--- src/rtl/alu_result_capture.sv ---
// ---------------------------------------------------------------------------
// alu_result_capture
//
// Captures ALU results ({opcode, flags, result}) into a first-word
// fall-through FIFO and keeps capture/drop statistics for a downstream
// consumer.
//
// Parameters
//   DEPTH  FIFO entries (power of two, 2..64)
//   CNT_W  width of the saturating capture counter
//
// Ports
//   clk, reset            rising-edge clock, synchronous active-high reset
//   Enable                ALU result strobe (push request)
//   opcode, alu_out       opcode and 32-bit result being captured
//   parity/zero/sign/carry_flag  ALU flags stored with the result
//   clear                 synchronous flush of FIFO, counters and overflow
//   rd_valid/rd_ready     head-entry handshake (pop on valid & ready)
//   rd_data/rd_flags/rd_opcode  head entry, zero while empty
//   level                 current occupancy
//   cap_count             results accepted, saturating at all-ones
//   drop_count            results lost to a full FIFO, saturating at 255
//   overflow              sticky, set on the first drop
// ---------------------------------------------------------------------------
module alu_result_capture #(
  parameter int DEPTH = 8,
  parameter int CNT_W = 16
) (
  input  logic                       clk,
  input  logic                       reset,
  input  logic                       Enable,
  input  logic [3:0]                 opcode,
  input  logic [31:0]                alu_out,
  input  logic                       parity_flag,
  input  logic                       zero_flag,
  input  logic                       sign_flag,
  input  logic                       carry_flag,
  input  logic                       clear,
  output logic                       rd_valid,
  input  logic                       rd_ready,
  output logic [31:0]                rd_data,
  output logic [3:0]                 rd_flags,
  output logic [3:0]                 rd_opcode,
  output logic [$clog2(DEPTH):0]     level,
  output logic [CNT_W-1:0]           cap_count,
  output logic [7:0]                 drop_count,
  output logic                       overflow
);

  localparam int AW = $clog2(DEPTH);
  localparam int LW = AW + 1;
  localparam int EW = 40;

  function automatic logic [CNT_W-1:0] sat_inc_cap(input logic [CNT_W-1:0] v);
    return (&v) ? v : v + 1'b1;
  endfunction

  function automatic logic [7:0] sat_inc_drop(input logic [7:0] v);
    return (&v) ? v : v + 1'b1;
  endfunction

  logic [EW-1:0] mem [DEPTH];
  logic [AW-1:0] wr_ptr;
  logic [AW-1:0] rd_ptr;
  logic [LW-1:0] level_q;
  logic [CNT_W-1:0] cap_q;
  logic [7:0]    drop_q;
  logic          ovf_q;

  logic          empty;
  logic          full;
  logic          pop;
  logic          push_ok;
  logic          drop;
  logic [EW-1:0] wr_entry;
  logic [EW-1:0] head;

  assign empty    = (level_q == '0);
  assign full     = (level_q == LW'(DEPTH));
  assign pop      = !empty && rd_ready;
  // A full FIFO still accepts a push when the head leaves in the same cycle.
  assign push_ok  = Enable && (!full || pop);
  assign drop     = Enable && full && !pop;
  assign wr_entry = {opcode, parity_flag, zero_flag, sign_flag, carry_flag, alu_out};

  // ---- capture stage: pointers, occupancy and statistics ----
  always_ff @(posedge clk) begin
    if (reset || clear) begin
      wr_ptr  <= '0;
      rd_ptr  <= '0;
      level_q <= '0;
      cap_q   <= '0;
      drop_q  <= '0;
      ovf_q   <= 1'b0;
    end else begin
      // DEPTH is a power of two, so the pointers wrap by natural overflow.
      if (push_ok) wr_ptr <= wr_ptr + 1'b1;
      if (pop)     rd_ptr <= rd_ptr + 1'b1;
      case ({push_ok, pop})
        2'b10:   level_q <= level_q + 1'b1;
        2'b01:   level_q <= level_q - 1'b1;
        default: level_q <= level_q;
      endcase
      if (push_ok) cap_q <= sat_inc_cap(cap_q);
      if (drop) begin
        drop_q <= sat_inc_drop(drop_q);
        ovf_q  <= 1'b1;
      end
    end
  end

  // Storage carries no reset; nothing observable reads it while empty.
  always_ff @(posedge clk) begin
    if (push_ok && !reset && !clear) mem[wr_ptr] <= wr_entry;
  end

  // ---- read side: first-word fall-through, forced to zero when empty ----
  assign head       = mem[rd_ptr];
  assign rd_valid   = !empty;
  assign rd_data    = empty ? 32'd0 : head[31:0];
  assign rd_flags   = empty ? 4'd0  : head[35:32];
  assign rd_opcode  = empty ? 4'd0  : head[39:36];
  assign level      = level_q;
  assign cap_count  = cap_q;
  assign drop_count = drop_q;
  assign overflow   = ovf_q;

endmodule
--- config.mk ---
export PLATFORM = sky130hd
export DESIGN_NAME = alu_result_capture
export DESIGN_NICKNAME = d
export VERILOG_FILES = /design/src/rtl/alu_result_capture.sv
export SDC_FILE = /design/constraint.sdc
export NUM_CORES = 1
export LEC_CHECK = 0
export BUFFER_PORTS_ARGS = -buffer_cell sky130_fd_sc_hd__buf_4
export CAP_MARGIN = 25
export CORE_ASPECT_RATIO = 1.4
export CORE_MARGIN = 4
export CORE_UTILIZATION = 46
export DETAILED_ROUTE_END_ITERATION = 16
export GPL_ROUTABILITY_DRIVEN = 0
export GPL_TIMING_DRIVEN = 0
export PLACE_DENSITY = 0.68
export SYNTH_ARGS = -nofsm -noshare
export SYNTH_HDL_FRONTEND = slang
export SYNTH_SLANG_ARGS = --single-unit
--- constraint.sdc ---
create_clock -name clk -period 8.2 [get_ports clk]
set_input_delay 2.05 -clock clk [delete_from_list [all_inputs] [get_ports clk]]
set_output_delay 2.05 -clock clk [all_outputs]
set_load 0.05 [all_outputs]
# After elaboration in Yosys (flattened, before gate mapping)
# Memories as Yosys holds them, arrays and structs flattened. A register that Yosys moved wholly into a read port is not among the register bits.
# Index checks and enable logic that the tools add are counted.
dict set report classes {
  n_addsub 6
  eq_ne 3
  muxes 8
  bitwise_logic 2
  reduce_logical 19
}
# operator count
set op_table {}
lappend op_table {{32-bit two-way mux} 1}
lappend op_table {{16-bit by 1-bit adder with 16-bit output (second input constant)} 1}
lappend op_table {{16-bit AND reduction} 1}
lappend op_table {{8-bit by 1-bit adder with 8-bit output (second input constant)} 1}
lappend op_table {{4-bit two-way mux} 2}
lappend op_table {{4-bit one-hot mux with 2 select lines} 1}
lappend op_table {{8-bit AND reduction} 1}
lappend op_table {{3-bit by 1-bit adder with 3-bit output (second input constant)} 2}
lappend op_table {{1-bit logical AND} 6}
lappend op_table {{3-bit two-way mux} 2}
lappend op_table {{1-bit logical NOT} 5}
lappend op_table {{4-bit by 1-bit adder with 4-bit output (second input constant)} 1}
lappend op_table {{4-bit == test (second input constant)} 1}
lappend op_table {{4-bit logical NOT} 1}
lappend op_table {{2-bit AND reduction} 2}
lappend op_table {{4-bit by 1-bit subtractor with 4-bit output (second input constant)} 1}
lappend op_table {{2-bit by 1-bit == test with 1-bit output (second input constant)} 1}
lappend op_table {{2-bit == test (second input constant)} 1}
lappend op_table {{1-bit logical OR} 2}
lappend op_table {{1-bit two-way mux} 2}
lappend op_table {{1-bit inverter} 2}
lappend op_table {{2-bit nonzero test} 1}
dict set report totals {
  register_bits 35
  ramBits 320
  out_inout_bits 70
  word_cells 45
  memories 1
}
# memory depth word_bits read_ports rd_ports_with_merged_regs wr line_no
set mem_list {}
lappend mem_list {mem 8 40 1 1 1 62} ;# logic [EW-1:0] mem [DEPTH];

# Longest topological paths before layout
dict set report depth {
  ltp_word 9
  depth_mapped 10
  depth_no_buf 9
}

# Worst setup path before layout
# OpenSTA, ideal clock, no wires.
dict set report synth_timing {
  kind {input to register}
  from {in reset}
  to {mem mem[0][0] (enable)}
  setup_ns 0.487
  arrival_ns 5.658
  required_time_ns 7.713
  path_slack_ns 2.055
  path_stages 4
  n_path_buf 1
  cell_sequence {or2_2 clkbuf_1 or3_1 nor3_1}
}
dict set report synth_between {
  elab_chain_cells 5
}
# element line_no
set synth_lines {}
lappend synth_lines {{start, declared} 30} ;# input logic reset,
lappend synth_lines {{1-bit logical NOT} 114} ;# if (push_ok && !reset && !clear) mem[wr_ptr] <= wr_entry;
lappend synth_lines {{1-bit logical AND (2 in a row)} 114}
lappend synth_lines {{1-bit two-way mux} 114}
lappend synth_lines {{1-bit two-way mux (not written as such)} 114}
lappend synth_lines {{end, declared} 62}
# Every way passes these cells.

==> flow_summary.rst <==
.. list-table::
   :header-rows: 1

   * - Metric
     - Value
   * - Minimum setup slack in the final design
     - ~3400 ps
   * - Gate power share
     - 0.046
   * - Synthesis-to-finish area growth
     - 19.3%
   * - Worst Skew
     - between 9 and 10 ps
   * - Routed via count divided by cell count
     - around 5.5
   * - Number of DRC violations after detailed-routing iteration 0
     - between 500 and 600
   * - Num Clock Sinks
     - about 360
   * - Root cell of the clock tree
     - clkbuf_16
   * - CTS-repair resized insts
     - 0
   * - Critical path's top delay family
     - buffers and inverters
   * - Fraction of post-synthesis cell area in the top cell type by area
     - 0.688
   * - Most frequent cell on the critical path
     - clkbuf_1
   * - Maximum achievable frequency
     - around 0.21 GHz
   * - Most area-hungry cell type in the Yosys netlist
     - edfxtp_1
   * - Largest net degree at the start of global routing
     - 24
   * - Register bit total from synthesis
     - about 360
   * - Placement-stage cell area
     - 15,600 um2
   * - Period utilisation layout
     - 0.580
   * - Antenna Diode Count
     - 0
   * - Average wire per cell in the routed design
     - around 22 um
   * - Post-synthesis area per instance
     - 19.0 um2
   * - Remaining antenna violation count after routing
     - 0
   * - Via Count
     - 7,226
   * - Max-cap violation count
     - 0
   * - Worst endpoint data arrival time
     - between 2000 and 3000 ps
   * - Detailed route wirelength on metal3
     - 1640 um
   * - Number of setup buffers added after CTS
     - 0
   * - Req. time, crit path
     - between 6000 and 7000 ps
   * - Class of the worst hold path
     - flip-flop to flip-flop
   * - Detailed placement HPWL
     - approximately 18,000 um
   * - Maximum VDD drop
     - roughly 0.00014 V
   * - Slew Limit Fails
     - 0
   * - Final design instance area without fill
     - ~17,000 um2
   * - Number of placed cells counting well taps
     - 1,253
   * - Overall die height
     - 214 um
   * - Total Negative Setup Slacks
     - 0 ps
   * - Number of global-route vias before repair
     - ~7,400
   * - Final worst path period need
     - approximately 4800 ps
   * - Floorplan die area
     - roughly 33,000 um2
   * - Total Routed Length
     - around 28,000 um
   * - Leakage
     - roughly 5.4 nW
   * - Met2 routed wirelength
     - 14,700 um
   * - Headroom to the max-slew limit
     - 0.350
   * - Number of unique standard cell types used by synthesis
     - 44
   * - Sequential Area
     - 10,400 um2
   * - Share of layout cells above drive strength 1
     - 0.307
   * - Width of the die
     - between 150 and 200 um
   * - List of cells traversed by the critical path
     - clkbuf_1 > clkbuf_1 > mux4_2 > mux2i_1 > nor2_1 > buf_4
   * - Crit path kind
     - flip-flop to output pin
   * - Final hold violation count
     - 0
   * - Fin Hold WS
     - 503 ps
   * - Initial DRT Pass Iterations
     - 5
   * - Area of combinational cells with multiple inputs
     - between 3000 and 4000 um2
   * - Worst path buffer plus inverter count
     - 3
   * - Count of buffers from port buffering
     - 114
   * - GRT Resource Usage Total
     - 0.170
   * - Std cell rows
     - 75
   * - H-Tree Level Count
     - 2
   * - Total congestion overflow
     - 0
   * - Num CTS Buffers
     - 35
   * - Switching Share
     - 0.209
   * - Final standard cell count with taps included and fillers excluded
     - between 1,000 and 1,500
   * - Remaining DRCs
     - 0
   * - Filler instances
     - roughly 2,300
   * - Global-route wire length before repair
     - between 40,000 and 50,000 um
   * - Leading cell types by total area after synthesis
     - edfxtp_1 (69%), mux4_2 (13%), dfxtp_1 (5.4%), mux2i_1 (3.1%), nor2_1 (2.2%)
   * - Maximum clock path buffer count
     - 3
   * - Post-layout nets
     - about 960
   * - Clock Power Share
     - 0.405
   * - Status
     - completed
   * - Number of warning messages in the yosys log
     - 0
   * - Initial Util
     - 0.467
   * - IO Count
     - approximately 120
   * - Clock latency of the later-clocked register in the worst-skew pair
     - 510 ps
   * - Uppermost layer routed
     - met4
   * - Minimum setup slack after placement
     - ~3400 ps
   * - Critical Path Start Type
     - flip-flop
   * - FFs w/ async S/R, synth
     - 0
   * - Syn Nets
     - slightly below 800
   * - Hold buffers post-CTS
     - 0
   * - Nature of the critical path endpoint
     - output pin
   * - Most frequently used cell type in the post-synthesis netlist
     - edfxtp_1
   * - Slowest stage cell, crit path
     - clkbuf_1
   * - Cells after Synth
     - 737
   * - Setup repair after global routing missed its margin
     - false
   * - Clock input transition at the sequential cells of the worst setup and hold paths
     - 60 ps
   * - Met1 wire length
     - roughly 11,000 um
   * - Cell types with the highest counts after synthesis
     - edfxtp_1 (320), nor2_1 (82), mux4_2 (80)
   * - Crit-path max FO
     - 10
   * - Number of enable flip-flop cells after synthesis
     - between 300 and 400
   * - Power dissipated by switching net loads
     - roughly 0.76 mW
   * - Area inside the core boundary
     - 29,900 um2
   * - Initial antenna violation count
     - 0
   * - Power per cell area
     - 218 nW/um2
   * - Register share of total power
     - 0.549
   * - Slew at the pin closest to its max-slew limit
     - 972 ps
   * - Dominant register cell in the synthesized netlist
     - edfxtp_1
   * - Worst stage delay on the critical path
     - ~610 ps
   * - Clock tree from TritonCTS
     - built
   * - Cell-internal power
     - 2.88 mW
   * - Synth Cell Area
     - between 10,000 and 15,000 um2
   * - Sequential share of the synthesized area
     - 0.742
   * - Final setup viols
     - 0
[cell families after synthesis]
kind of cell | share of synthesized area
flops | 0.742
simple gates | 0.0528
mux | 0.160
buf+inv | 0.0119
compound gates | 0.0167
xor+xnor | 0.0119
fa+ha+maj | 0.00448
[path summary, 6_finish.rpt]
kind,to,cells after the start,slack [ps],from
min,overflow,2,500,overflow
max,rd_data[14],6,3440,flip-flop
min reg2reg,overflow,2,500,overflow
max reg2reg,mem[0][17],7,5290,level[2]
[metrics by stage]
stage	util	power [mW]
6_report	0.557	3.64
2_1_floorplan	-	2.13
3_3_place_gp	0.511	2.20
5_1_grt	0.557	3.76
3_5_place_dp	0.522	2.20
4_1_cts	0.557	3.68
[cells in the final DEF (no fill, tap or decap), types with 4 or more instances in the layout]
cell	netlist	routed
clkinv_2	0	6
mux2i_1	43	43
mux4_2	80	80
nand2_1	20	20
a21oi_1	8	8
edfxtp_1	320	320
xor2_1	7	7
ha_1	5	5
nor2_4	0	6
nor3_1	10	8
clkinv_1	0	6
buf_4	0	115
or3_1	4	4
nand3_1	12	12
nand4_1	5	5
nor2_1	82	76
nand2b_1	6	6
and3_1	6	6
o21ai_0	11	11
buf_2	9	10
buf_12	0	5
clkbuf_16	0	37
xnor2_1	12	12
clkbuf_1	24	32
buf_6	1	7
dfxtp_1	38	38
[metal layers]
metal | track usage | vias up
met1 | 0.221 | 3709
met2 | 0.293 | 200
met5 | 0 | -
li1 | - | 3278
met3 | 0.0353 | 39
met4 | 0.0473 | 0
[power groups by stage]
stage          clock [mW]  sequential [mW]  combinational, mW
2_1_floorplan           0             2.04             0.0898
3_3_place_gp            0             2.04              0.162
3_5_place_dp            0             2.04              0.169
4_1_cts              1.51             2.00              0.169
5_1_grt              1.58             2.00              0.178
6_report             1.47             2.00              0.167
[layout make-up]
cell class,instances,share of cell area
clock buffer,45,0.0574
buffer,37,0.00953
clock inverter,18,0.00586
sequential,358,0.622
tap,385,0.0289
inverter,2,0.000450
timing repair buffer,131,0.0665
multi-input combinational,340,0.209
[tightest hold or removal path, stage by stage (launching register included)]
cell and delay [ps]:
dfxtp_1 320, nor2_1 100, nor2_1 40
[sequential cells by signal (all words and copies together) (netlist names), named ones only]
name and cells:
mem 320, rd_ptr 3, level 4, cap_count 16, overflow 1, drop_count 8, wr_ptr 3
Power figures use the tool's default switching activity.
